File: src/rtl/ml_alert_debouncer.sv
// rtl/ml_alert_debouncer.sv - persistence filter, hold and cooldown for ML classifier alerts
module ml_alert_debouncer #(
  parameter int PERSIST  = 3,
  parameter int CONF_MIN = 16,
  parameter int HOLD_CYC = 1024,
  parameter int COOL_CYC = 256
) (
  input  logic       clk,
  input  logic       rst_n,
  input  logic [2:0] ml_class,
  input  logic [7:0] ml_confidence,
  input  logic       ml_valid,
  input  logic       alert_ack,
  output logic       alert_active,
  output logic       alert_pulse,
  output logic [2:0] alert_class,
  output logic [7:0] alert_peak,
  output logic [7:0] alert_count
);

  typedef enum logic [1:0] {
    S_IDLE   = 2'd0,
    S_ARMING = 2'd1,
    S_ALERT  = 2'd2,
    S_COOL   = 2'd3
  } state_t;

  localparam logic [7:0]  CONF_MIN_L = 8'(CONF_MIN);
  localparam logic [3:0]  PERSIST_L  = 4'(PERSIST);
  localparam logic [15:0] HOLD_L     = 16'(HOLD_CYC);
  localparam logic [15:0] COOL_L     = 16'(COOL_CYC);

  state_t      state, state_next;
  logic [2:0]  cand, cand_next;
  logic [3:0]  streak, streak_next;
  logic [7:0]  peak, peak_next;
  logic [15:0] hold, hold_next;
  logic [15:0] cool, cool_next;

  logic       active_next, pulse_next;
  logic [2:0] class_next;
  logic [7:0] apeak_next, count_next;

  logic       qual;
  logic       same_cls;
  logic [3:0] streak_inc;
  logic [7:0] peak_max;

  // Class 6/7 count as anomalies: any non-zero class with enough confidence qualifies.
  assign qual       = ml_valid & (ml_class != 3'd0) & (ml_confidence >= CONF_MIN_L);
  assign same_cls   = (ml_class == cand);
  assign streak_inc = streak + 4'd1;
  assign peak_max   = (ml_confidence > peak) ? ml_confidence : peak;

  // State and internal counters.
  always_ff @(posedge clk or negedge rst_n) begin
    if (!rst_n) begin
      state  <= S_IDLE;
      cand   <= 3'd0;
      streak <= 4'd0;
      peak   <= 8'd0;
      hold   <= 16'd0;
      cool   <= 16'd0;
    end else begin
      state  <= state_next;
      cand   <= cand_next;
      streak <= streak_next;
      peak   <= peak_next;
      hold   <= hold_next;
      cool   <= cool_next;
    end
  end

  // Next state: streak qualification, retriggerable hold, fixed cooldown.
  always_comb begin
    state_next  = state;
    cand_next   = cand;
    streak_next = streak;
    peak_next   = peak;
    hold_next   = hold;
    cool_next   = cool;
    case (state)
      S_IDLE: begin
        if (qual) begin
          state_next  = S_ARMING;
          cand_next   = ml_class;
          streak_next = 4'd1;
          peak_next   = ml_confidence;
        end
      end
      S_ARMING: begin
        if (ml_valid && !qual) begin
          state_next  = S_IDLE;
          streak_next = 4'd0;
        end else if (qual && !same_cls) begin
          cand_next   = ml_class;
          streak_next = 4'd1;
          peak_next   = ml_confidence;
        end else if (qual) begin
          peak_next = peak_max;
          if (streak_inc == PERSIST_L) begin
            state_next  = S_ALERT;
            streak_next = 4'd0;
            hold_next   = HOLD_L;
          end else begin
            streak_next = streak_inc;
          end
        end
      end
      S_ALERT: begin
        // Ack beats a same-cycle retrigger; a retrigger beats expiry.
        if (alert_ack) begin
          state_next = S_COOL;
          hold_next  = 16'd0;
          cool_next  = COOL_L;
        end else if (qual && same_cls) begin
          hold_next = HOLD_L;
          peak_next = peak_max;
        end else if (hold == 16'd1) begin
          state_next = S_COOL;
          hold_next  = 16'd0;
          cool_next  = COOL_L;
        end else begin
          hold_next = hold - 16'd1;
        end
      end
      S_COOL: begin
        if (cool == 16'd1) begin
          state_next  = S_IDLE;
          cool_next   = 16'd0;
          streak_next = 4'd0;
        end else begin
          cool_next = cool - 16'd1;
        end
      end
      default: state_next = S_IDLE;
    endcase
  end

  // Output values for the next cycle; class/peak only follow the FSM while alerting.
  always_comb begin
    active_next = (state_next == S_ALERT);
    pulse_next  = (state_next == S_ALERT) && (state != S_ALERT);
    class_next  = alert_class;
    apeak_next  = alert_peak;
    count_next  = alert_count;
    if (state_next == S_ALERT) begin
      class_next = cand_next;
      apeak_next = peak_next;
    end
    if (pulse_next && (alert_count != 8'hFF)) begin
      count_next = alert_count + 8'd1;
    end
  end

  // Registered outputs.
  always_ff @(posedge clk or negedge rst_n) begin
    if (!rst_n) begin
      alert_active <= 1'b0;
      alert_pulse  <= 1'b0;
      alert_class  <= 3'd0;
      alert_peak   <= 8'd0;
      alert_count  <= 8'd0;
    end else begin
      alert_active <= active_next;
      alert_pulse  <= pulse_next;
      alert_class  <= class_next;
      alert_peak   <= apeak_next;
      alert_count  <= count_next;
    end
  end

endmodule
File: config.mk
export PLATFORM = sky130hd
export DESIGN_NAME = ml_alert_debouncer
export DESIGN_NICKNAME = d
export VERILOG_FILES = /design/src/rtl/ml_alert_debouncer.sv
export SDC_FILE = /design/constraint.sdc
export NUM_CORES = 1
export LEC_CHECK = 0
export ABC_AREA = 1
export CAP_MARGIN = 20
export CORE_UTILIZATION = 35
export CTS_CLUSTER_DIAMETER = 50
export DETAILED_ROUTE_END_ITERATION = 8
export PLACE_DENSITY = 0.55
export SLEW_MARGIN = 15
export SYNTH_ARGS = -nofsm -noshare
export SYNTH_HDL_FRONTEND = slang
export SYNTH_SLANG_ARGS = --single-unit
File: constraint.sdc
create_clock -name clk -period 2.2 [get_ports clk]
set_input_delay 0.33 -clock clk [delete_from_list [all_inputs] [get_ports clk]]
set_output_delay 0.33 -clock clk [all_outputs]
set_load 0.01 [all_outputs]
==> impl_results.md, run 1 <==
* Synth Register Bits at 70
* DIE WIDTH at 115 µm
* Worst-Margin Slew at 469 ps
* Required @ worst endpoint at about 2400 ps
* Worst Hold Class: flip-flop to flip-flop
* Final ANT Viol Nets at 0
* Clock latency on the worst-skew pair at 340 ps
* Skew final at 7.39 ps
* Final setup violation count at 0
* Max-slew violation count at 0
* Clock buffer depth at 2
* Vias in the first global route at around 4200
* Number of synthesized flops with an enable pin at 0
* Async SR Flop Fraction at 100%
* Leakage at 2.86 nW
* Initial Util at between 30% and 40%
* Placeable Area at 12200 µm²
* Yosys warns at 0
* ANT cells at 0
* Die Y at 115 µm
* RSZ-0062 raised after global routing: false
* Final Hold Viols at 0
* Fin Setup TNS at 0 ps
* Dominant synthesized flop cell: dfrtp_1
* Critical path type: primary input to flip-flop
* Status: completed
* I/O Buffers at 35
* Syn Area/Cell at 7.61 µm²
* Residual DRC at 0
* Cell Pwr Density at 1260 nW/µm²
* Hold_ws at 484 ps
* Unique cell type count in the Yosys netlist at 48
* Setup crit start kind: primary input
* Initial antenna violation count at 0
* Die area at 13200 µm²
* IO Pins at 36
* Max FO, Critical Path at 8
* Worst EP arrival at 2290 ps
* Clock transition at the registers of the reported paths at 60 ps
* Layout area overhead at 30.4%
* MaxCap Viol Count at 0
* RD Place Congestion at between 0.8 and 0.9
* Setup crit end kind: flip-flop
* TritonCTS buffer count at 9
* All-layer global routing usage at 19.6%
* Post-synthesis cell count at slightly below 600
* Peak supply drop at ~0.64 mV
* DRT iter0 DRCs at 281
* Cell Area, Synth at 4460 µm²
* Clk sink count at 70
* Max frequency at around 490 MHz
* Sequential element share of the synthesized area at 39.2%
* Worst R2R Setup Slack at 160 ps
* Slew headroom at 68.6%
* Global-route wire length before repair at just over 20000 µm
* Final WL at 11700 µm
* DRT Pass-1 Iters at 5
* Largest net degree at the start of global routing at 38
* Max H-tree Level at 3
* FILL cells at 1261
* GR Overflow Total at 0
* Per-cell routed wire length at 13.6 µm
* Fin crit period at 2050 ps
* Syn Nets at 617
* DR vias/cell at 4.86
* Root Buffer: clkbuf_16
* Ratio of cells with drive above 1 in the final layout at 18.1%
* TritonCTS clock tree: built
* DP HPWL at about 8600 µm
* FP Rows at 40
* DR vias at 4182
* Tcrit/Tclk final at 93.0%
* # nets final at between 700 and 800
## kinds of logic (layout without fill, tap and decap cells)
logic type | after synthesis | after routing | share of synthesized area (%)
xor gates and xnor gates | 25 | 25 | 4.90
adders and majority gates | 15 | 15 | 4.20
muxes | 1 | 1 | 0.252
and+or+nand+nor | 305 | 305 | 32.3
AOI/OAI and AO/OA | 90 | 90 | 11.7
DFF | 70 | 70 | 39.2
buffers and inverters | 81 | 186 | 7.46
## report_power, final
group | total (mW) | switching, mW | leakage (nW) | internal, mW
sequential | 2.13 | 0.376 | 0.916 | 1.75
combinational | 3.70 | 2.16 | 1.80 | 1.53
clock | 1.50 | 0.564 | 0.146 | 0.938
total | 7.33 | 3.10 | 2.86 | 4.23
## cell usage in the layout, fill, tap and decap left out, types with 11 or more instances in the layout
cell type        count
inv_1               63
nand3_1             56
clkdlybuf4s50_1     33
a21oi_1             21
buf_4               62
nand2_1            139
ha_1                14
o21ai_0             34
nor2_1              51
xnor2_1             11
nor3_1              12
dfrtp_1             70
xor2_1              13
## synthesized netlist by cell type, types with 8 or more instances
cell type  number  share of area (%)
nand2_1       140                 12
o21ai_0        34                3.8
o22ai_1         8                1.1
inv_1          63                5.3
nor3_1         12                1.3
a21oi_1        24                2.7
nand2_2         8                1.1
nand4_1         9                1.3
xor2_1         13                2.6
xnor2_1        12                2.4
ha_1           15                4.2
nor2_1         53                4.5
dfrtp_1        70                 39
nand3_1        56                6.3
## critical path: stages
cell and delay, ps:
clkdlybuf4s50_1 440, ha_1 320, nand2_1 60, nand2_1 60, nand2_1 50, nand2_1 90, nand2_1 60, nand2_1 90
buf_4 170, nand3_1 90, and2_1 160, a21oi_1 160, nand2_1 80, nand3_1 70, nand2_1 50
## through the flow
step                      setup WS [ps]  std cells  cell area, µm²  power, mW  util, %
after global routing               1.32        860            5820       8.01     47.7
final                               154        860            5820       7.33     47.7
after detailed placement           -239        842            5450       5.75     44.7
after CTS                          42.8        859            5770       7.30     47.2
after global placement             -184        842            5450       5.68     44.7
after floorplan                     259        587            4460       4.48        -
## registers in the layout, summed over array words and instances (netlist names)
signal	flops
cool	16
hold	16
alert_count	8
alert_peak	8
peak	8
streak	4
alert_class	3
cand	3
state	2
alert_active	1
alert_pulse	1
## final timing paths
kind	endpoint	start	depth (start not counted)
min in group asynchronous	hold[8]	rst_n	2
worst max register to register	alert_peak[7]	peak[6]	13
worst min-delay path	alert_peak[4]	alert_peak[4]	2
worst min register to register	alert_peak[4]	alert_peak[4]	2
worst max-delay path	alert_peak[7]	ml_confidence[1]	15
max in group asynchronous	cool[9]	rst_n	3
## per-layer routing
| layer | track usage [%] | wire length [µm] | up-vias |
|---|---|---|---|
| met3 | 4.53 | 501 | 21 |
| li1 | - | - | 2132 |
| met1 | 26.1 | 5690 | 1934 |
| met5 | 0 | 0 | - |
| met2 | 30.4 | 5250 | 95 |
| met4 | 8.74 | 271 | 0 |
## what timing repair did
action,CTS,global route
buffers inserted,0,1
endpoints found under the hold margin,33,0
endpoints found under the setup margin,0,25
resized for setup,0,11
hold buffers,1,0
## final cells by class
type | count | area [µm²] | area share, %
Clock buffer | 13 | 260 | 4.47
Clock inverter | 3 | 42.5 | 0.731
Inverter | 71 | 273 | 4.68
Multi-Input combinational cell | 436 | 2430 | 41.7
Sequential cell | 70 | 1750 | 30.1
Tap cell | 168 | 210 | 3.61
Timing Repair Buffer | 99 | 858 | 14.7
Power figures use the tool's default switching activity.
==> run 2, diff against run 1 <==
--- a/config.mk
+++ b/config.mk
@@ -10,7 +10,7 @@
 export CORE_UTILIZATION = 35
 export CTS_CLUSTER_DIAMETER = 50
 export DETAILED_ROUTE_END_ITERATION = 8
-export PLACE_DENSITY = 0.55
+export PLACE_DENSITY = 0.54
 export SLEW_MARGIN = 15
 export SYNTH_ARGS = -nofsm -noshare
 export SYNTH_HDL_FRONTEND = slang
==> impl_results.md, run 2 (synthesized netlist as in run 1, its figures left out) <==
* Status: completed
* DIE WIDTH at 115 µm (unchanged)
* Die area at 13200 µm² (unchanged)
* FILL cells at 1258 (-0.24%)
* Cell Pwr Density at 1270 nW/µm² (+0.58%)
* Max frequency at 493 MHz (+0.80%)
* Largest registers: cool x16, hold x16
* Clk sink count at 70 (unchanged)
* I/O Buffers at 35 (unchanged)
* Register-to-Register Path Depth at 11 (-2)
* Final ANT Viol Nets at 0 (unchanged)
* Total power at 7.28 mW (-0.68%)
* FF-to-FF Start: streak[0]
* Setup crit end kind: flip-flop
* Worst EP arrival at 2280 ps (about the same)
* Residual DRC at 0 (unchanged)
* Required @ worst endpoint at 2450 ps (about the same)
* DRT iter0 DRCs at 236 (-16%)
* Worst-Margin Slew at 473 ps (+3.04 ps)
* Area after DPL at 5410 µm² (-0.78%)
* DP HPWL at 8700 µm (+0.92%)
* TritonCTS clock tree: built
* Leakage at 2.83 nW (-1.1%)
* Skew final at 8.51 ps (+1.12 ps)
* MaxCap Viol Count at 0 (unchanged)
* # nets final at 714 (-0.42%)
* Global-route wire length before repair at 20000 µm (-0.72%)
* All-layer global routing usage at 19.5% (-0.098 points)
* TritonCTS buffer count at 9 (unchanged)
* Placeable Area at 12200 µm² (unchanged)
* IO Pins at 36 (unchanged)
* Root Buffer: clkbuf_16
* Dpl ws at -240 ps (-0.724 ps)
* Clock transition at the registers of the reported paths at 60 ps (about the same)
* Commonest non-fill, non-tap cell in the layout: nand2_1
* Final setup violation count at 0 (unchanged)
* Initial antenna violation count at 0 (unchanged)
* Final WL at 11700 µm (+0.15%)
* DR vias at 4208 (+0.62%)
* DR vias/cell at 4.92 (+1.1%)
* Slew headroom at 68.4% (-0.20 points)
* Tcrit/Tclk final at 92.3% (-0.73 points)
* Max H-tree Level at 3 (unchanged)
* Largest net degree at the start of global routing at 40 (+5.3%)
* Per-cell routed wire length at 13.7 µm (+0.61%)
* Peak supply drop at 0.487 mV (-23%)
* GR Overflow Total at 0 (unchanged)
* Vias in the first global route at 4189 (-0.095%)
* Initial Util at 36.6% (unchanged)
* Final worst slack at 170 ps (+16.1 ps)
* Fin crit period at 2030 ps (-16.1 ps)
* Layout area overhead at 28.8%
* Ratio of cells with drive above 1 in the final layout at 16.9% (-1.2 points)
* Clock buffer depth at 2 (unchanged)
* DRT Pass-1 Iters at 5 (unchanged)
* Critical R2R Capture: alert_peak[5]
* Critical path type: primary input to flip-flop
* Fin area at 5750 µm² (-1.2%)
* RD Place Congestion at 0.888 (-0.57%)
* Hold_ws at 472 ps (-11.8 ps)
* Max FO, Critical Path at 7 (-1)
* Final Hold Viols at 0 (unchanged)
* ANT cells at 0 (unchanged)
* Commonest non-fill, non-tap cells in the layout: nand2_1, dfrtp_1, inv_1
* FP Rows at 40 (unchanged)
* Worst Hold Class: primary input to asynchronous set/reset pin
* Setup crit start kind: primary input
* Die Y at 115 µm (unchanged)
* Clock latency on the worst-skew pair at 350 ps (about the same)
* Worst R2R Setup Slack at 190 ps (+30 ps)
* Max-slew violation count at 0 (unchanged)
-- run 2: worst max-delay path by stage --
stage	startpoint	end	slack [ps]
after floorplan	peak[7]	alert_peak[7]	260
after global placement	ml_confidence[3]	alert_peak[7]	-200
after detailed placement	ml_confidence[7]	alert_peak[7]	-240
after CTS	peak[3]	alert_peak[7]	110
after global routing	peak[3]	alert_peak[7]	-20
final	ml_class[0]	peak[4]	170
-- run 2: metrics by stage --
stage                     TNS [ps]  utilization (%)  instances
after global routing         -35.1             47.1        856
after CTS                        0             46.8        854
final                            0             47.1        856
after global placement       -3320             44.3        838
after detailed placement     -4490             44.3        838
after floorplan                  0                -        587
-- run 2: cell type report --
cell class,instances,area (µm²),share of cell area (%)
Timing Repair Buffer,96,825,14.3
Inverter,71,275,4.79
Sequential cell,70,1750,30.5
Multi-Input combinational cell,436,2390,41.5
Clock inverter,3,43.8,0.762
Clock buffer,12,256,4.46
Tap cell,168,210,3.66
-- run 2: repair_timing --
| action | CTS | global route |
|---|---|---|
| buffers inserted | 0 | 2 |
| setup endpoints to repair | 0 | 15 |
| gates resized for setup | 0 | 6 |
| hold buffers | 1 | 0 |
| endpoints found under the hold margin | 31 | 0 |
-- run 2: power by group --
part | total (mW) | internal (mW) | switching (mW)
logic | 3.63 | 1.49 | 2.15
clock network | 1.51 | 0.933 | 0.574
registers | 2.14 | 1.75 | 0.386
-- run 2: routing by layer --
metal,track usage [%],part of all wire [%]
met1,26.0,48
met3,5.38,5.2
met4,8.66,2.0
met5,0,0
met2,29.7,45
-- run 2: worst max-delay path, cell delays in order --
cell and delay (ps):
clkdlybuf4s50_1 540, nor2_1 70, nand2_1 100, nand3_4 160, nor2_8 220, nand2_2 150
buf_4 200, nor2_1 170, a21oi_1 120, a21boi_0 220
